==> config.mk <==
export PLATFORM = sky130hd
export DESIGN_NAME = simple_adder_decoder_flat
export DESIGN_NICKNAME = d
export VERILOG_FILES = /design/src/rtl/simple_adder_decoder_if.sv /design/src/rtl/simple_adder_decoder.sv /design/src/flat_wrapper.sv
export SDC_FILE = /design/constraint.sdc
export NUM_CORES = 1
export LEC_CHECK = 0
export BUFFER_PORTS_ARGS = -buffer_cell sky130_fd_sc_hd__buf_4
export CAP_MARGIN = 20
export CORE_UTILIZATION = 56
export CTS_CLUSTER_DIAMETER = 200
export CTS_CLUSTER_SIZE = 40
export DETAILED_ROUTE_END_ITERATION = 12
export GPL_ROUTABILITY_DRIVEN = 0
export PLACE_DENSITY = 0.85
export SYNTH_ARGS = -nofsm -noshare
export SYNTH_HDL_FRONTEND = slang
export SYNTH_SLANG_ARGS = --single-unit
==> constraint.sdc <==
create_clock -name clk -period 3.9 [get_ports clk]
set_input_delay 0.39 -clock clk [delete_from_list [all_inputs] [get_ports clk]]
set_output_delay 0.39 -clock clk [all_outputs]
set_load 0.02 [all_outputs]
==> src/rtl/simple_adder_decoder_if.sv <==
// Handshake and data bundle between an adder-result source and the decoder.
// master drives the sum/OR pair and out_ready; slave is the decoder side.
interface simple_adder_decoder_if #(
  parameter int WIDTH = 8
);
  logic             in_valid;
  logic             in_ready;
  logic [WIDTH:0]   sum_in;
  logic [WIDTH-1:0] or_in;
  logic             out_valid;
  logic             out_ready;
  logic [WIDTH-1:0] and_out;
  logic [WIDTH-1:0] xor_out;
  logic             err;

  modport master (
    output in_valid, sum_in, or_in, out_ready,
    input  in_ready, out_valid, and_out, xor_out, err
  );

  modport slave (
    input  in_valid, sum_in, or_in, out_ready,
    output in_ready, out_valid, and_out, xor_out, err
  );
endinterface

==> src/rtl/simple_adder_decoder.sv <==
// Recovers in1&in2 and in1^in2 from a registered sum/OR pair with a bit-serial
// subtractor (and = sum - or), flagging pairs no operand pair could produce.
module simple_adder_decoder #(
  parameter int WIDTH = 8
) (
  input  logic                  clk,
  input  logic                  rst,
  simple_adder_decoder_if.slave bus,
  output logic [1:0]            o_dbg_state
);

  // Valid/ready: a transfer happens on a rising edge where valid and ready are
  // both high; valid never drops without a transfer, data is stable while valid.
  localparam int IDXW = $clog2(WIDTH + 2);
  localparam logic [IDXW-1:0] LAST_IDX = IDXW'(WIDTH);

  localparam logic [1:0] S_IDLE = 2'd0;
  localparam logic [1:0] S_CALC = 2'd1;
  localparam logic [1:0] S_DONE = 2'd2;

  logic [1:0]       r_state;
  logic [WIDTH:0]   r_sum;
  logic [WIDTH-1:0] r_or;
  logic [WIDTH:0]   r_diff;
  logic             r_borrow;
  logic [IDXW-1:0]  r_idx;
  logic [WIDTH-1:0] r_and;
  logic [WIDTH-1:0] r_xor;
  logic             r_err;

  logic [WIDTH:0]   w_or_ext;
  logic             w_s;
  logic             w_o;
  logic             w_bit;
  logic             w_borrow_next;
  logic [WIDTH:0]   w_diff_upd;
  logic             w_err;

  always_comb begin
    w_or_ext      = {1'b0, r_or};
    w_s           = r_sum[r_idx];
    w_o           = w_or_ext[r_idx];
    w_bit         = w_s ^ w_o ^ r_borrow;
    w_borrow_next = (~w_s & (w_o | r_borrow)) | (w_o & r_borrow);
    w_diff_upd        = r_diff;
    w_diff_upd[r_idx] = w_bit;
    // Underflow, a set top bit, or AND bits outside the OR word are impossible.
    w_err = w_borrow_next | w_diff_upd[WIDTH] |
            (|(w_diff_upd[WIDTH-1:0] & ~r_or));
  end

  always_ff @(posedge clk or posedge rst) begin
    if (rst) begin
      r_state  <= S_IDLE;
      r_sum    <= '0;
      r_or     <= '0;
      r_diff   <= '0;
      r_borrow <= 1'b0;
      r_idx    <= '0;
      r_and    <= '0;
      r_xor    <= '0;
      r_err    <= 1'b0;
    end else begin
      case (r_state)
        S_IDLE: begin
          if (bus.in_valid) begin
            r_sum    <= bus.sum_in;
            r_or     <= bus.or_in;
            r_borrow <= 1'b0;
            r_idx    <= '0;
            r_state  <= S_CALC;
          end
        end
        S_CALC: begin
          r_diff   <= w_diff_upd;
          r_borrow <= w_borrow_next;
          if (r_idx == LAST_IDX) begin
            r_state <= S_DONE;
            r_err   <= w_err;
            r_and   <= w_err ? '0 : w_diff_upd[WIDTH-1:0];
            r_xor   <= w_err ? '0 : (r_or & ~w_diff_upd[WIDTH-1:0]);
          end else begin
            r_idx <= r_idx + 1'b1;
          end
        end
        S_DONE: begin
          if (bus.out_ready) r_state <= S_IDLE;
        end
        default: r_state <= S_IDLE;
      endcase
    end
  end

  assign bus.in_ready  = (r_state == S_IDLE);
  assign bus.out_valid = (r_state == S_DONE);
  assign bus.and_out   = r_and;
  assign bus.xor_out   = r_xor;
  assign bus.err       = r_err;
  assign o_dbg_state   = r_state;

endmodule

==> src/flat_wrapper.sv <==
// flat-port wrapper written by rule: the top's interface ports become plain ports
module simple_adder_decoder_flat 
#(
  parameter int WIDTH = 8
)
  (clk, rst, o_dbg_state, bus_in_valid, bus_sum_in, bus_or_in, bus_out_ready, bus_in_ready, bus_out_valid, bus_and_out, bus_xor_out, bus_err);
  simple_adder_decoder_if #(.WIDTH(WIDTH)) bus_i ();
  input  logic clk;
  input  logic rst;
  output logic [1:0] o_dbg_state;
  input wire logic [$bits(bus_i.in_valid)-1:0] bus_in_valid;
  input wire logic [$bits(bus_i.sum_in)-1:0] bus_sum_in;
  input wire logic [$bits(bus_i.or_in)-1:0] bus_or_in;
  input wire logic [$bits(bus_i.out_ready)-1:0] bus_out_ready;
  output wire logic [$bits(bus_i.in_ready)-1:0] bus_in_ready;
  output wire logic [$bits(bus_i.out_valid)-1:0] bus_out_valid;
  output wire logic [$bits(bus_i.and_out)-1:0] bus_and_out;
  output wire logic [$bits(bus_i.xor_out)-1:0] bus_xor_out;
  output wire logic [$bits(bus_i.err)-1:0] bus_err;
  assign bus_i.in_valid = bus_in_valid;
  assign bus_i.sum_in = bus_sum_in;
  assign bus_i.or_in = bus_or_in;
  assign bus_i.out_ready = bus_out_ready;
  assign bus_in_ready = bus_i.in_ready;
  assign bus_out_valid = bus_i.out_valid;
  assign bus_and_out = bus_i.and_out;
  assign bus_xor_out = bus_i.xor_out;
  assign bus_err = bus_i.err;
  simple_adder_decoder #(.WIDTH(WIDTH)) u_core (.clk(clk), .rst(rst), .bus(bus_i), .o_dbg_state(o_dbg_state));
endmodule
==> qor.yml, run 1 <==
synthesis:
  yosysWarnings: 0
  syn_nets: 282
  synth_cell_types: 37
  synthArstFlopShare: 1.00
  synth_edf_count: 0
  ys_ff_latch: 50
  yosysTopAreaCell: "dfrtp_1"
  yosysSeqAreaShare: 0.501
  synth_top_cell_area_share: 0.501
  netlist_top_cells_area: "dfrtp_1 (50%), nand2_1 (14%), mux2i_1 (4.4%)"
  synthCells: 256
  ys.flop_type: "dfrtp_1"
  syn_area_per_cell_um2: 9.77
  synth_area_um2: 2500
global_routing:
  grt_use_total: 0.234
  grt_pass1_wl_mm: 7.96
  grt_remaining_overflow: 0
  antenna_found_initial: 0
  first_global_vias: 1676
  grt_max_degree: 51
worst_setup_path:
  crit_arrival_ps: 3590
  r2r_setup_slack_ps: 520
  crit_required_ps: 4110
  startpoint_type: "flip-flop"
  cp_max_fo: 17
  criticalPathCategory: "flip-flop to flip-flop"
  endpoint_kind: "flip-flop"
timing:
  clock_skew_ps: 7.12
  setup_viol: 0
  finalHoldViolations: 0
  relSlewSlack: 0.535
  fin_crit_sh: 0.867
  post-route-min-period_ps: 3380
  worst_pin_slew_ps: 697
  rsz0062_at_grt: "no"
  clock.fmax_mhz: 296
  slew_viol_final: 0
  tns_ps: 0
die:
  dieWidth_um: 68.8
  row_count: 23
  core_um2: 4140
  io_pins: 42
  start_util: 0.603
  die_h_um: 68.8
  dieArea_um2: 4740
power:
  powerDensity_nw_per_um2: 906
  leakagePower_uw: 0.00150
  vdd_drop_max_v: 0.000459
  power_uw: 2690
finish:
  finalInstanceArea_um2: 2970
  instances_no_fill: 345
  nNetsFinal: 320
  layout-drive-gt1-share: 0.254
  final_cell_mix: "nand2_1 (93), dfrtp_1 (50), buf_4 (42)"
  area_growth_pct: 18.6
  layout_commonest_cell: "nand2_1"
  fillerInstances: 314
  diodes: 0
drt:
  antenna_left: 0
  wire_per_inst_um: 14.2
  m1WireLength_mm: 2.33
  dr_wl_met2_mm: 2.28
  vias: 1845
  post_drt_via_cell_ratio: 5.35
  highest_layer: "met4"
  dr.pass1.iters: 4
  wl_met3_um: 218
  drc: 0
  wl_mm: 4.91
  drtIter0Drc: 113
clocking:
  cts.path.max_buffers: 2
  cts_setup_buffers: 0
  cts.sink_count: 50
  htree_levels: 2
  numCtsBuffers: 5
  cts_resized: 0
  clkTransAtPathRegs_ps: 90
  cts.root.buffer_cell: "clkbuf_8"
  cts_hold_buf: 0
  worstSkewPairLatency_ps: 300
  cts_tree: "yes"
status:
  outcome: "finished clean"
job:
  drv_cap: 0
worst_hold_path:
  worst_hold_path_type: "input port to asynchronous set/reset pin"
placed_design:
  place_inst: 336
  dp_hpwl_mm: 3.41
  placed_area_um2: 2800
  port_buffers: 41
==> power by group <==
part,internal [uW],leakage (uW),total [uW],switching [uW]
clock,273,0.0000714,443,169
combinational,538,0.000781,1290,750
sequential,738,0.000648,955,216
==> layer usage <==
layer  up-vias  GRT usage
li1        918          -
met1       869      0.337
met2        48      0.350
met3        10     0.0510
met4         0     0.0816
met5         -          0
==> kinds of logic (layout without fill, tap and decap cells) <==
group	count (synthesis)	count (layout)	share of synthesized area
AOI/OAI and AO/OA	38	38	0.0991
xor gates and xnor gates	2	2	0.00701
adders and majority gates	5	5	0.0280
buffers and inverters	19	58	0.0405
DFF	50	50	0.501
muxes	16	16	0.0856
and+or+nand+nor	126	126	0.239
==> final cells by class <==
cell class	instances	area (um^2)	share of cell area
Inverter	7	26.3	0.00886
Clock buffer	6	82.6	0.0278
Sequential cell	50	1250	0.422
Clock inverter	2	60.1	0.0203
Multi-Input combinational cell	187	1150	0.387
Tap cell	50	62.6	0.0211
Timing Repair Buffer	43	335	0.113
==> flip-flops by register name (all words and copies together), names as in the netlist <==
register	count
u_core.r_diff	9
u_core.r_sum	9
u_core.bus.and_out	8
u_core.bus.xor_out	8
u_core.r_or	8
u_core.r_idx	4
u_core.o_dbg_state	2
u_core.bus.err	1
u_core.r_borrow	1
==> synth_stat cells, drive strengths merged, types with 3 or more instances <==
| cell | number |
|---|---|
| mux4 | 3 |
| clkbuf | 8 |
| nand2 | 93 |
| nor2b | 4 |
| inv | 7 |
| dfrtp | 50 |
| nand3b | 5 |
| ha | 4 |
| nor3b | 4 |
| buf | 4 |
| o22a | 3 |
| nor2 | 10 |
| mux2i | 13 |
| o21ai | 30 |
==> stage by stage <==
step                      hold WS (ps)   util  worst slack (ps)
after floorplan                    440      -               867
after global placement             459  0.676               700
after detailed placement           465  0.676               561
after CTS                          265  0.711               487
after global routing              83.9  0.716               269
final                             58.9  0.716               518
==> worst paths after layout <==
path / from / endpoint / cells after the start
worst max-delay path: u_core.r_idx[0] / u_core.bus.xor_out[3] / 9
worst min-delay path: rst / u_core.r_diff[4] / 2
worst max register to register: u_core.r_idx[0] / u_core.bus.xor_out[3] / 9
worst min register to register: u_core.bus.xor_out[7] / u_core.bus.xor_out[7] / 2
max in group asynchronous: rst / u_core.r_idx[0] / 3
min in group clk: bus_out_ready / u_core.o_dbg_state[1] / 2
==> worst max-delay path, cell delays in order, from the launching register on <==
cell	delay (ps)
dfrtp_1	580
mux4_2	550
mux2i_1	150
nor2_1	70
fa_1	620
inv_2	130
mux2i_1	360
o22a_1	240
nand4_4	280
o21ai_0	300
(Power assumes the default switching activity.)
==> run 2, diff against run 1 <==
- CORE_UTILIZATION: 56 -> 60
- PLACE_DENSITY: 0.85 -> 0.9
- clock period: 3.9 -> 4.1 ns (I/O delays scaled with it)
==> qor.yml, run 2 (synthesis gave the netlist of run 1 again) <==
finish:
  fillerInstances: 309  # -1.6%
  layout_commonest_cell: "nand2_1"
  area_growth_pct: 17.0
  diodes: 0  # unchanged
  multi_input_area_um2: 1150  # unchanged
  regArea_um2: 1250  # unchanged
  layout-drive-gt1-share: 0.248  # -0.00594
  final_cell_mix: "nand2_1 (93), dfrtp_1 (50), buf_4 (41)"
  nNetsFinal: 319  # -0.31%
  top_regs: "u_core.r_diff: 9 flops, u_core.r_sum: 9 flops"
global_routing:
  grt_remaining_overflow: 0  # unchanged
  grt_use_total: 0.255  # +0.0201
  antenna_found_initial: 0  # unchanged
  grt_pass1_wl_mm: 8.33  # +4.6%
  first_global_vias: 1796  # +7.2%
  grt_max_degree: 51  # unchanged
timing:
  clock.fmax_mhz: 291  # -1.6%
  worst_slack_ps: 664  # +146 ps
  fin_crit_sh: 0.838  # -0.0292
  worst_pin_slew_ps: 700  # +2.45 ps
  slew_viol_final: 0  # unchanged
  setup_viol: 0  # unchanged
  finalHoldViolations: 0  # unchanged
  tns_ps: 0  # unchanged
  post-route-min-period_ps: 3440  # +53.7 ps
  clock_skew_ps: 8.90  # +1.78 ps
  relSlewSlack: 0.534  # -0.00164
  rsz0062_at_grt: "no"
worst_setup_path:
  crit_required_ps: 4270  # +160 ps
  crit_arrival_ps: 3610  # +20 ps
  criticalPathCategory: "flip-flop to flip-flop"
  endpoint_kind: "flip-flop"
  cp_max_fo: 17  # unchanged
  startpoint_type: "flip-flop"
clocking:
  cts_tree: "yes"
  clkTransAtPathRegs_ps: 90  # about the same
  cts.sink_count: 50  # unchanged
  cts.root.buffer_cell: "clkbuf_8"
  cts_hold_buf: 0  # unchanged
  cts_resized: 0  # unchanged
  worstSkewPairLatency_ps: 310  # about the same
  htree_levels: 2  # unchanged
  numCtsBuffers: 5  # unchanged
  cts_setup_buffers: 0  # unchanged
  cts.path.max_buffers: 2  # unchanged
power:
  powerDensity_nw_per_um2: 850  # -6.1%
  vdd_drop_max_v: 0.000465  # +1.3%
  leakagePower_uw: 0.00147  # -1.7%
worst_hold_path:
  worst_hold_path_type: "input port to asynchronous set/reset pin"
die:
  core_um2: 4000  # -3.5%
  io_pins: 42  # unchanged
  start_util: 0.625  # +0.0217
  dieWidth_um: 66.6  # -3.3%
  die_h_um: 66.6  # -3.3%
  dieArea_um2: 4430  # -6.5%
  row_count: 23  # unchanged
job:
  drv_cap: 0  # unchanged
drt:
  post_drt_via_cell_ratio: 5.49  # +2.7%
  wire_per_inst_um: 14.4  # +1.4%
  drc: 0  # unchanged
  dr.pass1.iters: 4  # unchanged
  drtIter0Drc: 144  # +27%
  antenna_left: 0  # unchanged
  wl_mm: 4.96  # +1.1%
  vias: 1890  # +2.4%
placed_design:
  dpl_worst_slack_ps: 655  # +93.9 ps
  dp_hpwl_mm: 3.63  # +6.5%
  port_buffers: 41  # unchanged
status:
  outcome: "finished clean"
## run 2: layer usage
layer	vias up	GRT usage	part of all wire
li1	916	-	-
met3	9	0.0685	0.044
met5	-	0	0
met4	0	0.0957	0.019
met1	912	0.343	0.45
met2	53	0.391	0.49
## run 2: stage by stage
step / hold slack, ps / total power [uW] / cell area, um^2 / std cells / utilization
4_1_cts: 282 / 2490 / 2910 / 343 / 0.726
3_5_place_dp: 468 / 2150 / 2800 / 335 / 0.699
5_1_grt: 154 / 2670 / 2930 / 344 / 0.731
3_3_place_gp: 458 / 2080 / 2800 / 335 / 0.699
6_report: 125 / 2490 / 2930 / 344 / 0.731
2_1_floorplan: 440 / 1810 / 2500 / 256 / -
## run 2: where the power goes
group	internal, uW	total (uW)	switching, uW
clock	182	340	158
combinational	509	1220	709
sequential	702	928	226
## run 2: worst paths after layout
path                                      start               endpoint  slack, ps  cells after the start
max in group asynchronous                   rst         u_core.r_or[7]       3460                      3
worst min register to register  u_core.r_sum[8]        u_core.r_sum[8]        490                      2
worst max register to register  u_core.r_idx[2]         u_core.bus.err        660                     11
worst min-delay path                        rst       u_core.r_diff[4]        120                      2
min in group clk                  bus_out_ready  u_core.o_dbg_state[1]        290                      2
worst max-delay path            u_core.r_idx[2]         u_core.bus.err        660                     11
## run 2: critical path, cell delays in order (launching register included)
cell and delay [ps]:
dfrtp_1 800, mux2i_1 140, o21ai_0 160, o21ai_0 110
nor2_1 100, a31oi_1 70, fa_1 660, inv_2 140
mux2i_1 350, o22a_1 250, nand4_4 280, a21boi_1 230
## run 2: cell type report
type,instances,area share
inverter,7,0.00898
clock inverter,2,0.0128
tap,50,0.0214
multi-input combinational,187,0.392
sequential,50,0.428
clock buffer,6,0.0248
timing repair buffer,42,0.112
